$ cat config.mk
export PLATFORM = sky130hd
export DESIGN_NAME = cntr_n_burst
export DESIGN_NICKNAME = d
export VERILOG_FILES = /design/src/rtl/cntr_n_burst_pkg.sv /design/src/rtl/cntr_step_alu.sv /design/src/rtl/cntr_n_burst.sv
export SDC_FILE = /design/constraint.sdc
export NUM_CORES = 1
export LEC_CHECK = 0
export ABC_CLOCK_PERIOD_IN_PS = 5200
export BUFFER_PORTS_ARGS = -buffer_cell sky130_fd_sc_hd__buf_2
export CORE_ASPECT_RATIO = 0.7
export CORE_UTILIZATION = 41
export CTS_CLUSTER_DIAMETER = 150
export DETAILED_ROUTE_END_ITERATION = 8
export PLACE_DENSITY_LB_ADDON = 0.1
export SETUP_SLACK_MARGIN = 0.02
export SLEW_MARGIN = 20
export SYNTH_ARGS = -nofsm -noshare
export SYNTH_HDL_FRONTEND = slang
export SYNTH_HIERARCHICAL = 1
export SYNTH_SLANG_ARGS = --single-unit
$ cat constraint.sdc
create_clock -name clk -period 5.2 [get_ports clk]
set_clock_uncertainty 0.2 [all_clocks]
set_input_delay 1.04 -clock clk [delete_from_list [all_inputs] [get_ports clk]]
set_output_delay 1.04 -clock clk [all_outputs]
set_load 0.01 [all_outputs]
$ cat src/rtl/cntr_n_burst_pkg.sv
// Shared state encoding, direction type and state-class helpers for the burst counter.
package cntr_n_burst_pkg;

  localparam int STATE_W = 3;

  typedef enum logic [STATE_W-1:0] {
    ST_IDLE       = 3'd0,
    ST_LOAD       = 3'd1,
    ST_UP         = 3'd2,
    ST_UP_BURST   = 3'd3,
    ST_DOWN       = 3'd4,
    ST_DOWN_BURST = 3'd5
  } state_t;

  typedef enum logic {
    DIR_UP   = 1'b0,
    DIR_DOWN = 1'b1
  } dir_t;

  function automatic logic is_up(input state_t s);
    return (s == ST_UP) || (s == ST_UP_BURST);
  endfunction

  function automatic logic is_down(input state_t s);
    return (s == ST_DOWN) || (s == ST_DOWN_BURST);
  endfunction

endpackage

$ cat src/rtl/cntr_step_alu.sv
// Combinational add/subtract of one step with wrap or clamp, flagging any
// result that left the 0 .. 2^WIDTH-1 range.
module cntr_step_alu
  import cntr_n_burst_pkg::*;
#(
  parameter int WIDTH  = 8,
  parameter int STEP_W = 4
) (
  input  logic [WIDTH-1:0]  d_cur,
  input  logic [STEP_W:0]   step_eff,
  input  dir_t              dir,
  input  logic              sat,
  output logic [WIDTH-1:0]  d_next,
  output logic              limit
);

  logic [WIDTH:0] ext_cur;
  logic [WIDTH:0] ext_step;
  logic [WIDTH:0] res;

  // The extra top bit is the carry on an add and the borrow on a subtract.
  always_comb begin
    ext_cur  = {1'b0, d_cur};
    ext_step = (WIDTH+1)'(step_eff);
    if (dir == DIR_UP) begin
      res = ext_cur + ext_step;
    end else begin
      res = ext_cur - ext_step;
    end
    limit  = res[WIDTH];
    d_next = res[WIDTH-1:0];
    if (limit && sat) begin
      d_next = (dir == DIR_UP) ? {WIDTH{1'b1}} : {WIDTH{1'b0}};
    end
  end

endmodule

$ cat src/rtl/cntr_n_burst.sv
// Up/down counter with programmable step, burst (2x step) on sustained counting,
// wrap/saturate modes. Define CNTR_WRAP_CNT_EN to add the o_wrap_cnt wrap counter.
module cntr_n_burst
  import cntr_n_burst_pkg::*;
#(
  parameter int WIDTH     = 8,
  parameter int STEP_W    = 4,
  parameter int BURST_LEN = 4,
  parameter int WRAP_CW   = 8
) (
  input  logic                clk,
  input  logic                reset_n,
  input  logic                load,
  input  logic                inc,
  input  logic                dec,
  input  logic                sat,
  input  logic [STEP_W-1:0]   step,
  input  logic [WIDTH-1:0]    d_in,
  output logic [WIDTH-1:0]    d_out,
  output logic [STATE_W-1:0]  o_state,
  output logic                o_tc_max,
  output logic                o_tc_min,
  output logic                o_limit
`ifdef CNTR_WRAP_CNT_EN
  ,
  output logic [WRAP_CW-1:0]  o_wrap_cnt
`endif
);

  localparam int RUN_W = (BURST_LEN > 2) ? $clog2(BURST_LEN) : 1;
  localparam logic [RUN_W-1:0] RUN_MAX = RUN_W'(BURST_LEN - 1);

  // Degenerate parameter sets leave this empty block as an elaboration marker.
  if (BURST_LEN < 2 || WRAP_CW < 1) begin : g_param_out_of_range
  end

  state_t            state_reg, state_next;
  logic [RUN_W-1:0]  run_cnt_reg, run_cnt_next;
  logic [WIDTH-1:0]  d_reg;
  logic              limit_reg;
  logic              cnt_en;
  logic              burst;
  dir_t              dir;
  logic [STEP_W:0]   step_eff;
  logic [WIDTH-1:0]  alu_next;
  logic              alu_limit;
  logic              state_legal;

  // run_cnt counts consecutive cycles in one direction, starting at 1 on entry.
  always_comb begin
    state_next   = ST_IDLE;
    run_cnt_next = '0;
    cnt_en       = 1'b0;
    burst        = 1'b0;
    dir          = DIR_UP;
    state_legal  = (state_reg inside {ST_IDLE, ST_LOAD, ST_UP, ST_UP_BURST,
                                      ST_DOWN, ST_DOWN_BURST});
    if (!state_legal) begin
      state_next = ST_IDLE;
    end else if (load) begin
      state_next = ST_LOAD;
    end else if (inc && !dec) begin
      cnt_en = 1'b1;
      dir    = DIR_UP;
      if (is_up(state_reg)) begin
        burst        = (run_cnt_reg >= RUN_MAX);
        run_cnt_next = burst ? RUN_MAX : run_cnt_reg + RUN_W'(1);
      end else begin
        run_cnt_next = RUN_W'(1);
      end
      state_next = burst ? ST_UP_BURST : ST_UP;
    end else if (dec && !inc) begin
      cnt_en = 1'b1;
      dir    = DIR_DOWN;
      if (is_down(state_reg)) begin
        burst        = (run_cnt_reg >= RUN_MAX);
        run_cnt_next = burst ? RUN_MAX : run_cnt_reg + RUN_W'(1);
      end else begin
        run_cnt_next = RUN_W'(1);
      end
      state_next = burst ? ST_DOWN_BURST : ST_DOWN;
    end
    step_eff = burst ? {step, 1'b0} : {1'b0, step};
  end

  cntr_step_alu #(
    .WIDTH  (WIDTH),
    .STEP_W (STEP_W)
  ) u_alu (
    .d_cur    (d_reg),
    .step_eff (step_eff),
    .dir      (dir),
    .sat      (sat),
    .d_next   (alu_next),
    .limit    (alu_limit)
  );

  always_ff @(posedge clk or negedge reset_n) begin
    if (!reset_n) begin
      state_reg   <= ST_IDLE;
      run_cnt_reg <= '0;
      d_reg       <= '0;
      limit_reg   <= 1'b0;
    end else begin
      state_reg   <= state_next;
      run_cnt_reg <= run_cnt_next;
      limit_reg   <= cnt_en && alu_limit;
      if (state_next == ST_LOAD) begin
        d_reg <= d_in;
      end else if (cnt_en) begin
        d_reg <= alu_next;
      end
    end
  end

`ifdef CNTR_WRAP_CNT_EN
  logic [WRAP_CW-1:0] wrap_cnt_reg;

  // Only true wraps count; clamps in saturate mode leave the count alone.
  always_ff @(posedge clk or negedge reset_n) begin
    if (!reset_n) begin
      wrap_cnt_reg <= '0;
    end else if (state_next == ST_LOAD) begin
      wrap_cnt_reg <= '0;
    end else if (cnt_en && alu_limit && !sat) begin
      wrap_cnt_reg <= wrap_cnt_reg + WRAP_CW'(1);
    end
  end

  assign o_wrap_cnt = wrap_cnt_reg;
`endif

  assign d_out    = d_reg;
  assign o_state  = state_reg;
  assign o_limit  = limit_reg;
  assign o_tc_max = (d_reg == {WIDTH{1'b1}});
  assign o_tc_min = (d_reg == {WIDTH{1'b0}});

endmodule

== Word-level counts from Yosys, hierarchy flattened ==
Index checks and enable logic that the tools add are counted.
Storage, ports and cells
  register bits after elaboration: 14
  latch bits: 0
  memory bits (writable): 0
  bits in read-only memories: 0
  word-level logic and storage cells: 66
  memories: 0
Cells by class
  add/subtract/negate cells: 3
  $mul: 0
  div/mod/pow operators: 0
  magnitude comparators: 1
  equal/unequal tests: 7
  shift operators: 0
  muxes and demuxes: 39
  bitwise logic cells: 0
  reductions and logical operators: 12
Operators by type and width (count)
  two-way mux 8 bit: 4
  two-way mux 1 bit: 22
  two-way mux 2 bit: 7
  two-way mux 3 bit: 4
  adder 8 x 5 -> 9 bit: 1
  two-way mux 9 bit: 1
  subtractor 8 x 5 -> 9 bit: 1
  equality test 8 bit (second input constant): 1
  logical NOT 8 bit: 1
  equality test 3 x 1 -> 1 bit (second input constant): 2
  equality test 3 x 2 -> 1 bit (second input constant): 2
  equality test 3 bit (second input constant): 2
  nonzero test 6 bit: 1
  two-way mux 5 bit: 1
  logical AND 1 bit: 4
  logical NOT 3 bit: 1
  adder 2 x 1 -> 2 bit (second input constant): 1
  >= comparator 2 bit (second input constant): 1
  logical NOT 1 bit: 2
  logical OR 1 bit: 2
  nonzero test 2 bit: 1

== Depth between registers and ports, before layout ==
  word-level depth: 18
  gate-level depth with buffers: 20

== Cells and area by module ==
Netlist, hierarchy kept.
By module, submodules not included
  cntr_n_burst: instances 1, cells an instance 79, area each 842.1 um^2, sequential area each 350.3 um^2
  cntr_step_alu: instances 1, cells an instance 95, area each 680.7 um^2, sequential area each 0.0 um^2

== Least setup slack after synthesis ==
No wires, ideal clock.
  kind: input port to flip-flop
  start: in dec
  end: reg d_reg[7] (netlist: d_out[7])
  library setup time: 0.135 ns
  data arrival time: 4.670 ns
  slack: 0.195 ns
  stages on the path: 20
  buffers on the path: 1
  cell sequence: inv_1 -> ha_1 -> nand4bb_4 -> a2111oi_4 -> mux2_1 -> inv_1 -> ha_1 -> nor3b_1 -> ha_1 -> mux2i_1 -> ha_1 -> a21o_1 -> or3_1 -> o22a_1 -> buf_2 -> a311oi_1 -> a211oi_1 -> nor2b_1 -> a22oi_1 -> o21ai_0
Between the ends
  word-level cells in the longest chain between the ends: 12
  elaborated cells between the ends (all ways): 29
  those cells by class: add/sub: 2; eq/ne: 1; mux: 21; reduce/logical: 5
Ends and longest elaborated chain
  start, declared: line cntr_n_burst.sv:15  | input logic dec,
  logical AND 1 bit or logical NOT 1 bit (tied branches): line cntr_n_burst.sv:72, cntr_n_burst.sv:62
  two-way mux 1 bit or logical AND 1 bit (tied branches): line cntr_n_burst.sv:72, cntr_n_burst.sv:62
  two-way mux 1 bit *: line cntr_n_burst.sv:62  | end else if (inc && !dec) begin
  two-way mux 1 bit *: line cntr_n_burst.sv:60  | end else if (load) begin
  two-way mux 1 bit *: line cntr_n_burst.sv:58  | if (!state_legal) begin
  two-way mux 5 bit *: line cntr_n_burst.sv:83  | step_eff = burst ? {step, 1'b0} : {1'b0, step};
  net step_eff[1]: line cntr_n_burst.sv:44  | logic [STEP_W:0] step_eff;
  adder 8 x 5 -> 9 bit or subtractor 8 x 5 -> 9 bit (tied branches): line cntr_step_alu.sv:26, cntr_step_alu.sv:28
  two-way mux 9 bit *: line cntr_step_alu.sv:25  | if (dir == DIR_UP) begin
  logical AND 1 bit: line cntr_step_alu.sv:32  | if (limit && sat) begin
  two-way mux 8 bit *: line cntr_step_alu.sv:32
  net alu_next[7]: line cntr_n_burst.sv:45  | logic [WIDTH-1:0] alu_next;
  two-way mux 8 bit *: line cntr_n_burst.sv:110  | end else if (cnt_en) begin
  two-way mux 8 bit *: line cntr_n_burst.sv:108  | if (state_next == ST_LOAD) begin
  end signal, assigned: line cntr_n_burst.sv:109  | d_reg <= d_in;
  end signal, assigned: line cntr_n_burst.sv:111  | d_reg <= alu_next;
  end, declared: line cntr_n_burst.sv:39  | logic [WIDTH-1:0] d_reg;
Mark *: on every way through the listed nets, which the timed path passes. The rest lies on a longest branch. The select of a mux whose other input is x is not followed.
A chain may end at the register's enable or synchronous reset.

== Worst setup path in the final report ==
Ends and elaborated chain as after synthesis.

==> flow_summary.json <==
{
  "grtUsageTotal_pct": 23.6,
  "multiInputGateArea_um2": 1130,
  "grt_max_degree": 17,
  "synth_seq_area_share_pct": 23.0,
  "cp_data_arrival_time_ps": 4950,
  "synth.ff_latch_count": 14,
  "largest_reg_flops": 8,
  "drv_slew": 0,
  "clkTransAtPathRegs_ps": 60,
  "die_y_um": 53.0,
  "first_pass_iters": 4,
  "numPortBuffers": 31,
  "finalSetupViolCount": 0,
  "maxCapViolCount": 0,
  "htree_levels": 1,
  "rows": 18,
  "syn-num-nets": 205,
  "leakage_nw": 0.938,
  "routed_via_density": 5.88,
  "critPathBufInv": 4,
  "synthFlopType": "dfrtp_1",
  "cp_slowest_cell": "a2111oi_4",
  "synth_top_cell_area_share_pct": 23.0,
  "grt_pass1_vias": 1398,
  "ir_drop_mv": 0.155,
  "tightest_slew_ps": 791,
  "cp_cell_sequence": "buf_2 > inv_1 > ha_2 > nand4bb_4 > a2111oi_4 > mux2_4 > inv_1 > ha_1 > nor3b_2 > ha_1 > mux2i_1 > ha_1 > a21o_1 > or3_1 > o22a_1 > buf_6 > a211o_1 > a211oi_2 > nor2b_1 > a22oi_1 > o21ai_1",
  "cts.sinks": 14,
  "place_congestion": 0.948,
  "overflow": 0,
  "insertion_delay_ps": 250,
  "critPathMaxFanout": 11,
  "holdCritPathClass": "register to register",
  "utilization_pct": 55.7,
  "ys_async_sr_fraction_pct": 100,
  "core_area_um2": 3540,
  "wl_met2_mm": 1.91,
  "critPathKind": "input pin to register",
  "synth_edf_count": 0,
  "start_util_pct": 43.1,
  "slew_headroom_pct": 47.2,
  "clockBufferDepth": 2,
  "dp_hpwl_mm": 3.46,
  "drive_gt1_share_pct": 33.8,
  "drc": 0,
  "area_growth_pct": 29.3,
  "syn_inst": 174,
  "grt_pass1_wl_mm": 6.95,
  "max_stage_delay_ps": 420,
  "num_vias": 1616,
  "wl_mm": 4.45,
  "cp_data_required_time_ps": 5170,
  "setup_slack_ps": 222,
  "p_per_area_nw_per_um2": 249,
  "hold_violations": 0,
  "timing.fmax_mhz": 201,
  "outcome": "finished, final reports clean",
  "clk_root_buffer_cell": "clkbuf_8",
  "seqCellArea_um2": 350,
  "route.top_layer_used": "met3",
  "ant_nets": 0,
  "die_w_um": 74.8,
  "finalCritPeriodShare_pct": 95.7,
  "synth.distinct_cells": 49,
  "min_period_ps": 4980,
  "pre_cts_slack_ps": -183,
  "cp_top_family": "compound AO/OA/AOI/OAI gates",
  "antenna_found_initial": 0,
  "wl_met1_mm": 2.33,
  "wl_met3_um": 216,
  "insertedDiodeCount": 0,
  "cts_inserted_buffers": 3,
  "io_pins": 32,
  "rsz0062_at_grt": "true",
  "drt_iter0_markers": 138,
  "synthTopCellsByArea": "dfrtp_1 (23%), a22oi_1 (11%), ha_1 (9.9%)",
  "die_area_um2": 3970,
  "syn_area_um2": 1520,
  "yosysTopAreaCell": "dfrtp_1",
  "cts_tree": "yes",
  "wl_per_cell_um": 16.2,
  "crit_path_frequent_cell": "ha_1",
  "yosysWarnings": 6,
  "nets": 258,
  "reg2reg_slack_ps": 720,
  "fillCellCount": 346,
  "critPathLaunchType": "input pin",
  "syn_avg_cell_area_um2": 8.75,
  "crit_path_end_kind": "register"
}
==> synthesized netlist by cell type, types with 3 or more instances <==
library cell / count
a22oi_1: 23
dfrtp_1: 14
ha_1: 12
o21ai_0: 12
inv_1: 11
nor2_1: 9
nand2_1: 8
a21oi_1: 6
a21o_1: 4
clkbuf_1: 4
nor2b_1: 4
o211ai_1: 4
o21a_1: 4
or3_1: 4
a211oi_1: 3
a31o_2: 3
mux2_1: 3
nor3_1: 3
nor3b_1: 3
o21bai_1: 3
xnor2_1: 3
==> kinds of logic after synthesis <==
| kind of cell | share of synthesized area (%) |
|---|---|
| multiplexers | 4.60 |
| buffers and inverters | 5.09 |
| AO/OA/AOI/OAI | 34.5 |
| adder cells (fa/ha/maj) | 11.2 |
| XOR/XNOR | 2.30 |
| flip-flops | 23.0 |
| AND/OR/NAND/NOR | 19.3 |
==> worst reg2reg max path, delay by kind of cell, from the launching register on <==
kind            cells  cell delay (ps)
compound gates      7             1220
fa+ha+maj           3              690
buf+inv             3              420
flops               1              520
mux                 1               60
simple gates        5             1310
==> placed cells by master (no fill, tap or decap), drive strengths merged, types with 5 or more instances in the layout <==
cell   synthesis  layout
buf            3      55
a22oi         23      23
dfrtp         14      14
o21ai         12      12
ha            12      12
inv           11      11
nor2           9       9
nand2          8       8
a21oi          6       6
mux2           5       5
==> power by group <==
group          leakage (nW)  internal [mW]  total, mW  switching (mW)
Clock                0.0216         0.0511     0.0876          0.0365
Combinational         0.740          0.129      0.260           0.131
Sequential            0.177          0.122      0.143          0.0218
==> path summary, 6_finish.rpt <==
path / depth (start not counted) / to / startpoint
setup / recovery: 21 / d_out[7] / dec
hold / removal: 2 / run_cnt_reg[1] / run_cnt_reg[1]
setup reg to reg: 19 / d_out[7] / o_state[2]
hold reg to reg: 2 / run_cnt_reg[1] / run_cnt_reg[1]
max in group asynchronous: 1 / o_limit / reset_n
min in group asynchronous: 1 / d_out[1] / reset_n
==> routing by layer <==
| layer | vias to the layer above | global-route usage, % |
|---|---|---|
| met5 | - | 0 |
| met4 | 0 | 2.83 |
| met3 | 0 | 4.57 |
| met2 | 55 | 34.5 |
| met1 | 786 | 36.1 |
| li1 | 775 | - |
==> metrics by stage <==
step	cells	total power, mW	hold WS, ps	TNS, ps	cell area [um2]
2_1_floorplan	174	0.309	351	0	1520
3_3_place_gp	272	0.389	375	-98.7	1890
3_5_place_dp	272	0.393	377	-183	1890
4_1_cts	275	0.483	385	0	1930
5_1_grt	275	0.532	431	-0.0471	1970
6_report	275	0.491	385	0	1970
==> what timing repair did <==
item	4_1_cts	5_1_grt
gates resized for setup	0	14
hold buffers	0	0
buffers inserted	0	0
endpoints found under the hold margin	0	0
setup endpoints to repair	0	2
==> final cells by class <==
| class | instances | share of cell area (%) |
|---|---|---|
| Tap cell | 50 | 3.18 |
| Timing Repair Buffer | 55 | 17.2 |
| Sequential cell | 14 | 17.8 |
| Inverter | 11 | 2.10 |
| Clock buffer | 3 | 2.10 |
| Multi-Input combinational cell | 142 | 57.6 |
(Power assumes the default switching activity.)
